File: config.mk
export PLATFORM = sky130hd
export DESIGN_NAME = onehot_state_reg
export DESIGN_NICKNAME = d
export VERILOG_FILES = /design/src/rtl/onehot_pkg.sv /design/src/rtl/onehot_chk.sv /design/src/rtl/onehot_state_reg.sv
export SDC_FILE = /design/constraint.sdc
export NUM_CORES = 1
export LEC_CHECK = 0
export ABC_AREA = 1
export CORE_AREA = 2 2 39 41
export CTS_BUF_LIST = sky130_fd_sc_hd__clkbuf_8
export DETAILED_ROUTE_END_ITERATION = 7
export DIE_AREA = 0 0 41 43
export HOLD_SLACK_MARGIN = 0.02
export PLACE_DENSITY = 0.92
export RECOVER_POWER = 25
export SLEW_MARGIN = 0
export SYNTH_ARGS = -nofsm -noshare
export SYNTH_HDL_FRONTEND = slang
export SYNTH_SLANG_ARGS = --single-unit
File: constraint.sdc
create_clock -name clk -period 2.35 [get_ports clk]
set_input_delay 0.3525 -clock clk [delete_from_list [all_inputs] [get_ports clk]]
set_output_delay 0.3525 -clock clk [all_outputs]
set_load 0.02 [all_outputs]
File: src/rtl/onehot_pkg.sv
// ============================================================================
// onehot_pkg : one-hot/index conversion helpers and NUM_STATES range limits
// Revision   : 1.0
// ============================================================================
`default_nettype none

package onehot_pkg;

  localparam int unsigned c_MIN_STATES = 2;
  localparam int unsigned c_MAX_STATES = 32;

  function automatic logic [4:0] onehot_to_idx(input logic [31:0] i_vec);
    logic [4:0] r_idx;
    r_idx = '0;
    // OR of set-bit positions; exact because the vector is one-hot
    for (int i = 0; i < 32; i++) begin
      if (i_vec[i]) r_idx = r_idx | 5'(i);
    end
    return r_idx;
  endfunction

  function automatic logic [31:0] idx_to_onehot(input int unsigned i_idx);
    return 32'd1 << i_idx;
  endfunction

endpackage

`default_nettype wire

File: src/rtl/onehot_chk.sv
// ============================================================================
// onehot_chk : combinational check that exactly one bit of i_vec is set
// Revision   : 1.0
// ============================================================================
`default_nettype none

module onehot_chk #(
  parameter int unsigned WIDTH = 5
) (
  input  logic [WIDTH-1:0] i_vec,
  output logic             o_legal
);

  logic [WIDTH-1:0] w_low_cleared;

  // Clearing the lowest set bit leaves zero only for a single-bit value
  assign w_low_cleared = i_vec & (i_vec - WIDTH'(1));
  assign o_legal       = (i_vec != '0) && (w_low_cleared == '0);

endmodule

`default_nettype wire

File: src/rtl/onehot_state_reg.sv
// ============================================================================
// onehot_state_reg : one-hot state register with illegal-load recovery,
//                    change pulse, sticky error and optional dwell counter
//                    (dwell counter built when ONEHOT_DWELL_CNT_EN is defined)
// Revision         : 1.0
// ============================================================================
`default_nettype none

module onehot_state_reg
  import onehot_pkg::*;
#(
  parameter int unsigned NUM_STATES = 5,
  parameter int unsigned RESET_IDX  = 0,
  parameter int unsigned SAFE_IDX   = 0,
  parameter int unsigned DWELL_W    = 8
) (
  input  logic                          clk,
  input  logic                          rst,
  input  logic                          en,
  input  logic [NUM_STATES-1:0]         nxt_state,
  input  logic                          err_clr,
  output logic [NUM_STATES-1:0]         state,
  output logic [$clog2(NUM_STATES)-1:0] state_idx,
  output logic                          changed,
  output logic                          err,
  output logic [DWELL_W-1:0]            dwell
);

  localparam int unsigned c_IDX_W = $clog2(NUM_STATES);

  generate
    if ((NUM_STATES < c_MIN_STATES) || (NUM_STATES > c_MAX_STATES) ||
        (RESET_IDX >= NUM_STATES) || (SAFE_IDX >= NUM_STATES)) begin : g_bad_params
      $error("onehot_state_reg: illegal NUM_STATES/RESET_IDX/SAFE_IDX");
    end
  endgenerate

  localparam logic [NUM_STATES-1:0] c_RESET_VEC = NUM_STATES'(idx_to_onehot(RESET_IDX));
  localparam logic [NUM_STATES-1:0] c_SAFE_VEC  = NUM_STATES'(idx_to_onehot(SAFE_IDX));

  logic [NUM_STATES-1:0] r_state;
  logic                  r_changed;
  logic                  r_err;
  logic                  w_legal;
  logic                  w_illegal_load;
  logic [NUM_STATES-1:0] w_next;
  logic                  w_diff;

  onehot_chk #(
    .WIDTH (NUM_STATES)
  ) u_chk (
    .i_vec   (nxt_state),
    .o_legal (w_legal)
  );

  assign w_illegal_load = en && !w_legal;
  assign w_next         = !en ? r_state : (w_legal ? nxt_state : c_SAFE_VEC);
  assign w_diff         = (w_next != r_state);

  always_ff @(posedge clk or posedge rst) begin
    if (rst) begin
      r_state   <= c_RESET_VEC;
      r_changed <= 1'b0;
      r_err     <= 1'b0;
    end else begin
      r_state   <= w_next;
      r_changed <= w_diff;
      // A coincident illegal load wins over the clear request
      if (w_illegal_load) begin
        r_err <= 1'b1;
      end else if (err_clr) begin
        r_err <= 1'b0;
      end
    end
  end

`ifdef ONEHOT_DWELL_CNT_EN
  logic [DWELL_W-1:0] r_dwell;

  always_ff @(posedge clk or posedge rst) begin
    if (rst) begin
      r_dwell <= '0;
    end else if (w_diff) begin
      r_dwell <= '0;
    end else if (r_dwell != {DWELL_W{1'b1}}) begin
      r_dwell <= r_dwell + DWELL_W'(1);
    end
  end

  assign dwell = r_dwell;
`else
  assign dwell = '0;
`endif

  assign state     = r_state;
  assign state_idx = c_IDX_W'(onehot_to_idx(32'(r_state)));
  assign changed   = r_changed;
  assign err       = r_err;

endmodule

`default_nettype wire
## Yosys cells after proc, flatten, opt, wreduce, memory -nomap -nowiden

Index checks and enable logic that the tools add are counted.
W data, S select, Z words.

- Bitwise gates (word level): 1
- Multiplexer cells: 8
- Divide/modulo/power cells: 0
- Reductions and logical operators: 6
- Shift-type cells: 0
- Add/subtract/negate cells: 1
- Equal/unequal tests: 1
- Multiply operators: 0
- $lt $le $gt $ge: 0

Operator list:

| operator | count |
|---|---|
| $mux W5 | 2 |
| $and A5 B5 Y5 | 1 |
| $logic_not A5 Y1 | 1 |
| $ne A5 B5 Y1 | 1 |
| $reduce_bool A5 Y1 | 1 |
| $sub A5 B1 Y5 const B | 1 |
| $mux W2 | 2 |
| $mux W1 | 3 |
| $mux W3 | 1 |
| $logic_and A1 B1 Y1 | 2 |
| $reduce_bool A2 Y1 | 1 |
| $logic_not A1 Y1 | 1 |

- Bits in writable memories: 0
- Memories: 0
- Memory bits (read-only): 0
- Input port bits: 9
- Bits in latches: 0
- Flip-flop bits (word level): 7

## Depth between registers and ports, before layout

Gate-level depths: netlist of the first run.

- Depth in word-level cells: 7
- Depth in mapped cells: 9
- Mapped depth without buffers: 9

## Hierarchy

A second synthesis of the first run with hierarchy kept.

- Cells, all modules: 76
- Area, all modules: 536.8 µm²

Modules (own cells, without submodules):

| module | area each (µm²) | times used | cells an instance | sequential area each (µm²) |
|---|---|---|---|---|
| onehot_state_reg | 481.7 | 1 | 64 | 176.4 |
| onehot_chk | 55.1 | 1 | 12 | 0.0 |

## Worst setup path before layout of the first run

OpenSTA, ideal clock, no wires.

- Path type: reg-to-reg
- Start: register r_state[0], in the netlist state[0]
- End: register r_changed, in the netlist changed
- Clock period less this slack: 1,082 ps
- Path buffers: 0
- Stages on the path, launching flop included: 6
- Path slack: 1,268 ps
- Data arrival time: 959 ps
- Library setup time: 123 ps
- Path through: dfstp_2 -> o21ai_0 -> nand2_2 -> nand2_2 -> nand2_1 -> nand3_2

- Word-level cells in the longest chain between the ends: 2

Ends and longest elaborated chain:

| element | line | text |
|---|---|---|
| start: declaration | onehot_state_reg.sv:41 | `logic [NUM_STATES-1:0] r_state;` |
| start signal: assignment | onehot_state_reg.sv:62 | `r_state <= c_RESET_VEC;` |
| start signal: assignment | onehot_state_reg.sv:66 | `r_state <= w_next;` |
| $mux W5 | onehot_state_reg.sv:57 | `assign w_next = !en ? r_state : (w_legal ? nxt_state : c_SAFE_VEC);` |
| via w_next[0] | onehot_state_reg.sv:46 | `logic [NUM_STATES-1:0] w_next;` |
| $ne A5 B5 Y1 | onehot_state_reg.sv:58 | `assign w_diff = (w_next != r_state);` |
| via w_diff | onehot_state_reg.sv:47 | `logic w_diff;` |
| end signal: assignment | onehot_state_reg.sv:67 | `r_changed <= w_diff;` |
| end: declaration | onehot_state_reg.sv:42 | `logic r_changed;` |

The timed path passes the listed nets, and every way through them passes these cells.
A chain may end at the register's enable or synchronous reset.

## Worst setup path in the final report of the first run

- Start: register r_state[0], in the netlist state[0]
- End: output state[0]

RTL lines:

| element | line | text |
|---|---|---|
| end: declaration | onehot_state_reg.sv:22 | `output logic [NUM_STATES-1:0] state,` |

No word-level cell between the ends.

==> impl_metrics.json, run 1 <==
{
  "outcome": "complete, no violations",
  "post_cts_resized": 0,
  "grt.total_usage": 0.146,
  "pwr-share-comb": 0.240,
  "power_density_nw_per_um2": 520,
  "portBuffers": 18,
  "final_common_cell": "nand2_1",
  "hpwl_um": 875,
  "setup_viol": 0,
  "post_cts_buffers": 0,
  "area_growth_pct": 34.6,
  "cts-htree-levels": 1,
  "power_frac_seq": 0.343,
  "finClkSkew_ns": 0.00196,
  "cts_num_sinks": 7,
  "drt-vias-per-instance": 4.52,
  "r2r_cells": 5,
  "ys_warn_count": 0,
  "rrSetupSlack_ns": 1.27,
  "startpoint": "state[0]",
  "boundaryPins": 27,
  "routed_wirelength_um": 1060,
  "hold_viol": 0,
  "die_h_um": 43,
  "cts_inserted_buffers": 3,
  "cts-root-buf": "clkbuf_8",
  "critical_path.max_fanout": 4,
  "clock_latency_ns": 0.22,
  "instances_no_fill": 113,
  "cp.arrival_ns": 1.38,
  "switchingPower_mw": 0.110,
  "total_power_mw": 0.389,
  "vias": 511,
  "fin_util": 0.542,
  "drc": 0,
  "cts_hold_buf": 0,
  "diodes": 0,
  "syn_avg_cell_area_um2": 7.14,
  "gp_congestion": 0.788,
  "cp_num_buf_inv": 1,
  "final_area_um2": 749,
  "hold_path_class": "in2async",
  "reg2reg_from": "state[0]",
  "p_int_mw": 0.280,
  "cts_buffer_depth": 2,
  "path_cells": "clkdlybuf4s50_1",
  "required_ns": 2.00,
  "dieArea_um2": 1760,
  "ys_seq_area_frac": 0.317,
  "cp_top_family": "buffers and inverters",
  "timing.critical_path.to": "state[0]",
  "drv_cap": 0,
  "start_util": 0.402,
  "slew_violations": 0,
  "grt_pass1_vias": 422,
  "synthCells": 78,
  "synth-seq-cells": 7,
  "grt_max_degree": 13,
  "final_cell_mix": "19 x nand2_1, 17 x clkdlybuf4s50_1, 13 x inv_1",
  "rsz0062_at_grt": "false",
  "p_leak_nw": 0.378,
  "grt_pass1_wl_um": 1710,
  "dp_cells": 109,
  "max_stage_delay_ns": 0.61,
  "hold_ws_ns": 0.497,
  "p_clk_frac": 0.417,
  "tritoncts": "done",
  "ant_nets": 0,
  "setup_slack_ns": 0.622,
  "antenna_found_initial": 0,
  "num-nets-final": 107,
  "fp.dieW_um": 41,
  "drive_gt1_frac": 0.113,
  "fin_tns_setup_ns": 0,
  "worst-path-stages": 1,
  "nFillCells": 137,
  "post-place-ws_ns": 0.609,
  "start_kind": "register",
  "peakVddDrop_v": 0.000367,
  "first_pass_iters": 4,
  "swShare": 0.282,
  "synth_cell_types": 16,
  "reg2reg_to": "changed",
  "placed_cell_area_um2": 704,
  "max_clock_freq_mhz": 579,
  "clk_pin_slew_ns": 0.04,
  "wl_per_cell_um": 9.35,
  "coreArea_um2": 1380,
  "synth.cell_area_um2": 557,
  "drtIter0Drc": 8,
  "grt_overflow": 0,
  "path_class": "reg2out",
  "fin_crit_sh": 0.735,
  "row_count": 14,
  "crit_slowest_cell": "clkdlybuf4s50_1",
  "period_minus_slack_ns": 1.73,
  "cp-end-kind": "output port"
}
cell families (layout without fill, tap and decap cells):
group | after synthesis | count (layout) | share of synthesized area
and+or+nand+nor | 42 | 42 | 0.391
AOI/OAI and AO/OA | 6 | 6 | 0.0629
DFF | 7 | 7 | 0.317
other | 1 | 8 | 0.00674
buffers and inverters | 22 | 34 | 0.222
per-layer routing:
layer | up-vias | share of wire | track usage
li1 | 266 | - | -
met1 | 225 | 0.41 | 0.178
met2 | 20 | 0.51 | 0.206
met3 | 0 | 0.079 | 0.0838
met4 | 0 | 0 | 0.0533
met5 | - | 0 | 0
state kept, by name, summed over array words and instances (netlist names):
register  cells
changed       1
err           1
state         5
cell usage after synthesis:
library cell | number | area share
nor2_1 | 4 | 0.027
conb_1 | 1 | 0.0067
nand3_2 | 2 | 0.036
inv_1 | 12 | 0.081
nand2_2 | 3 | 0.034
o21ai_0 | 4 | 0.036
nor2_4 | 2 | 0.040
dfstp_2 | 1 | 0.047
buf_6 | 1 | 0.020
nand4_1 | 4 | 0.045
nand3_1 | 6 | 0.054
nand2_1 | 19 | 0.13
dfrtp_1 | 6 | 0.27
o21bai_1 | 2 | 0.027
nand3b_1 | 2 | 0.027
buf_4 | 9 | 0.12
area by class of cell:
cell class | count | area, um^2 | area share
timing repair buffer | 18 | 180 | 0.240
multi-input combinational | 56 | 283 | 0.377
clock buffer | 3 | 41.3 | 0.0551
tap | 16 | 20.0 | 0.0267
inverter | 12 | 45.0 | 0.0601
sequential | 7 | 176 | 0.235
clock inverter | 1 | 3.75 | 0.00501
power by group through the flow:
| stage | clock (mW) | sequential, mW | combinational (mW) |
|---|---|---|---|
| 2_1_floorplan | 0 | 0.144 | 0.0555 |
| 3_3_place_gp | 0 | 0.135 | 0.0913 |
| 3_5_place_dp | 0 | 0.135 | 0.0939 |
| 4_1_cts | 0.170 | 0.134 | 0.0942 |
| 5_1_grt | 0.175 | 0.134 | 0.103 |
| 6_report | 0.162 | 0.134 | 0.0934 |
worst min path at each step:
stage                   from       end  slack [ns]  cells past startpoint
floorplan                rst   changed        0.16                      1
global placement         err       err        0.52                      2
detailed placement  state[3]  state[3]        0.53                      2
CTS                      rst  state[3]        0.36                      2
global route             rst  state[1]        0.54                      2
finish                   rst  state[2]        0.50                      2
No activity file was read; power rests on OpenSTA's default activity.
==> run 2, diff against run 1 <==
CORE_AREA = not set   (was 2 2 39 41)
CORE_MARGIN = 2   (was not set)
CORE_UTILIZATION = 41   (was not set)
DIE_AREA = not set   (was 0 0 41 43)
PLACE_DENSITY = 0.91   (was 0.92)
clock period = 1.7 ns   (was 2.35 ns; I/O delays follow)
==> run 2 against run 1 <==
Sequential power increased by 37%. Non-clock buffer count increased by 1. Via count is 5.1% higher. Flip-flop and latch count did not move. First-iteration DRC count rose by 100%. Clock power grew 39%. Utilization up 4.7 points. Total power rose by 39%. Largest power group unchanged.
==> impl_metrics.json, run 2 (synthesized netlist as in run 1, its figures left out) <==
{
  "p_leak_nw": 0.383,
  "drive_gt1_frac": 0.122,
  "cts_num_sinks": 7,
  "cp_num_buf_inv": 1,
  "gp_congestion": 0.803,
  "area_growth_pct": 35.7,
  "drt-vias-per-instance": 4.75,
  "hpwl_um": 963,
  "diodes": 0,
  "reg2reg_from": "state[0]",
  "required_ns": 1.44,
  "p_int_mw": 0.388,
  "r2r_cells": 5,
  "clock_latency_ns": 0.22,
  "boundaryPins": 27,
  "dieArea_um2": 1670,
  "row_count": 13,
  "period_minus_slack_ns": 1.63,
  "fin_tns_setup_ns": 0,
  "critical_path.max_fanout": 4,
  "hold_path_class": "in2async",
  "nFillCells": 128,
  "cts_hold_buf": 0,
  "multiInputGateArea_um2": 283,
  "hold_ws_ns": 0.411,
  "startpoint": "state[0]",
  "timing.critical_path.to": "state[0]",
  "crit_slowest_cell": "clkdlybuf4s50_1",
  "outcome": "complete, no violations",
  "cp.arrival_ns": 1.37,
  "drv_cap": 0,
  "p_clk_frac": 0.416,
  "portBuffers": 18,
  "hold_viol": 0,
  "antenna_found_initial": 0,
  "coreArea_um2": 1280,
  "die_h_um": 40.9,
  "setup_viol": 0,
  "cts-root-buf": "clkbuf_8",
  "ant_nets": 0,
  "grt_pass1_wl_um": 1840,
  "start_util": 0.433,
  "rsz0062_at_grt": "false",
  "fin_crit_sh": 0.958,
  "pwr-share-comb": 0.244,
  "swShare": 0.283,
  "grt_overflow": 0,
  "clk_pin_slew_ns": 0.04,
  "rrSetupSlack_ns": 0.64,
  "finClkSkew_ns": 0.000752,
  "worst-path-stages": 1,
  "first_pass_iters": 4,
  "largest_register_ffs": 5,
  "vias": 537,
  "final_cell_mix": "19 x nand2_1, 17 x clkdlybuf4s50_1, 13 x inv_1",
  "final_area_um2": 756,
  "fp.dieW_um": 40.9,
  "path_class": "reg2out",
  "switchingPower_mw": 0.153,
  "dp_cells": 109,
  "cts_inserted_buffers": 3,
  "start_kind": "register",
  "placed_cell_area_um2": 711,
  "grt.total_usage": 0.176,
  "cts-htree-levels": 1,
  "final_common_cell": "nand2_1",
  "post_cts_buffers": 0,
  "grt_max_degree": 8,
  "drc": 0,
  "peakVddDrop_v": 0.000599,
  "path_cells": "clkdlybuf4s50_1",
  "post_cts_resized": 0,
  "routed_wirelength_um": 1170,
  "regArea_um2": 176,
  "power_density_nw_per_um2": 717,
  "power_frac_seq": 0.340,
  "cts_buffer_depth": 2,
  "slew_violations": 0,
  "total_power_mw": 0.542,
  "reg2reg_to": "changed",
  "wl_per_cell_um": 10.4,
  "cp-end-kind": "output port",
  "tritoncts": "done",
  "grt_pass1_vias": 459,
  "instances_no_fill": 113,
  "max_clock_freq_mhz": 614,
  "max_stage_delay_ns": 0.60,
  "drtIter0Drc": 16,
  "cp_top_family": "buffers and inverters",
  "num-nets-final": 108
}
-- run 2: cell count changes in the layout (fill, tap and decap cells not counted), sizes merged --
cell,previous run,this run
buf,0,1
-- run 2: power groups by stage --
stage	clock network (mW)	registers [mW]	logic [mW]
2_1_floorplan	0	0.199	0.0767
3_3_place_gp	0	0.186	0.129
3_5_place_dp	0	0.187	0.132
4_1_cts	0.236	0.184	0.133
5_1_grt	0.248	0.185	0.146
6_report	0.225	0.184	0.132
-- run 2: stage by stage --
| step | util | setup WS, ns |
|---|---|---|
| after floorplan | - | 0.618 |
| after global placement | 0.553 | 0.182 |
| after detailed placement | 0.553 | 0.125 |
| after CTS | 0.588 | 0.0579 |
| after global routing | 0.588 | 0.0274 |
| final | 0.588 | 0.0721 |
-- run 2: final cells by class --
class                           instances  area share
Clock inverter                          1     0.00497
Inverter                               12      0.0596
Timing Repair Buffer                   19       0.248
Sequential cell                         7       0.233
Clock buffer                            3      0.0546
Tap cell                               15      0.0248
Multi-Input combinational cell         56       0.374
-- run 2: how the worst min path moves through the flow --
stage / to / slack [ns] / cells past startpoint
6_report: state[3] / 0.41 / 2
5_1_grt: state[4] / 0.44 / 2
4_1_cts: changed / 0.28 / 2
3_5_place_dp: state[2] / 0.52 / 2
3_3_place_gp: state[4] / 0.50 / 2
2_1_floorplan: changed / 0.06 / 1
-- run 2: per-layer routing --
layer  up-vias  part of all wire  routed length (um)  global-route usage
met2        29              0.50                 585               0.285
met4         0             0.023                  27              0.0833
met3         2              0.10                 117              0.0815
li1        269                 -                   -                   -
met1       237              0.38                 439               0.193
met5         -                 0                   0                   0
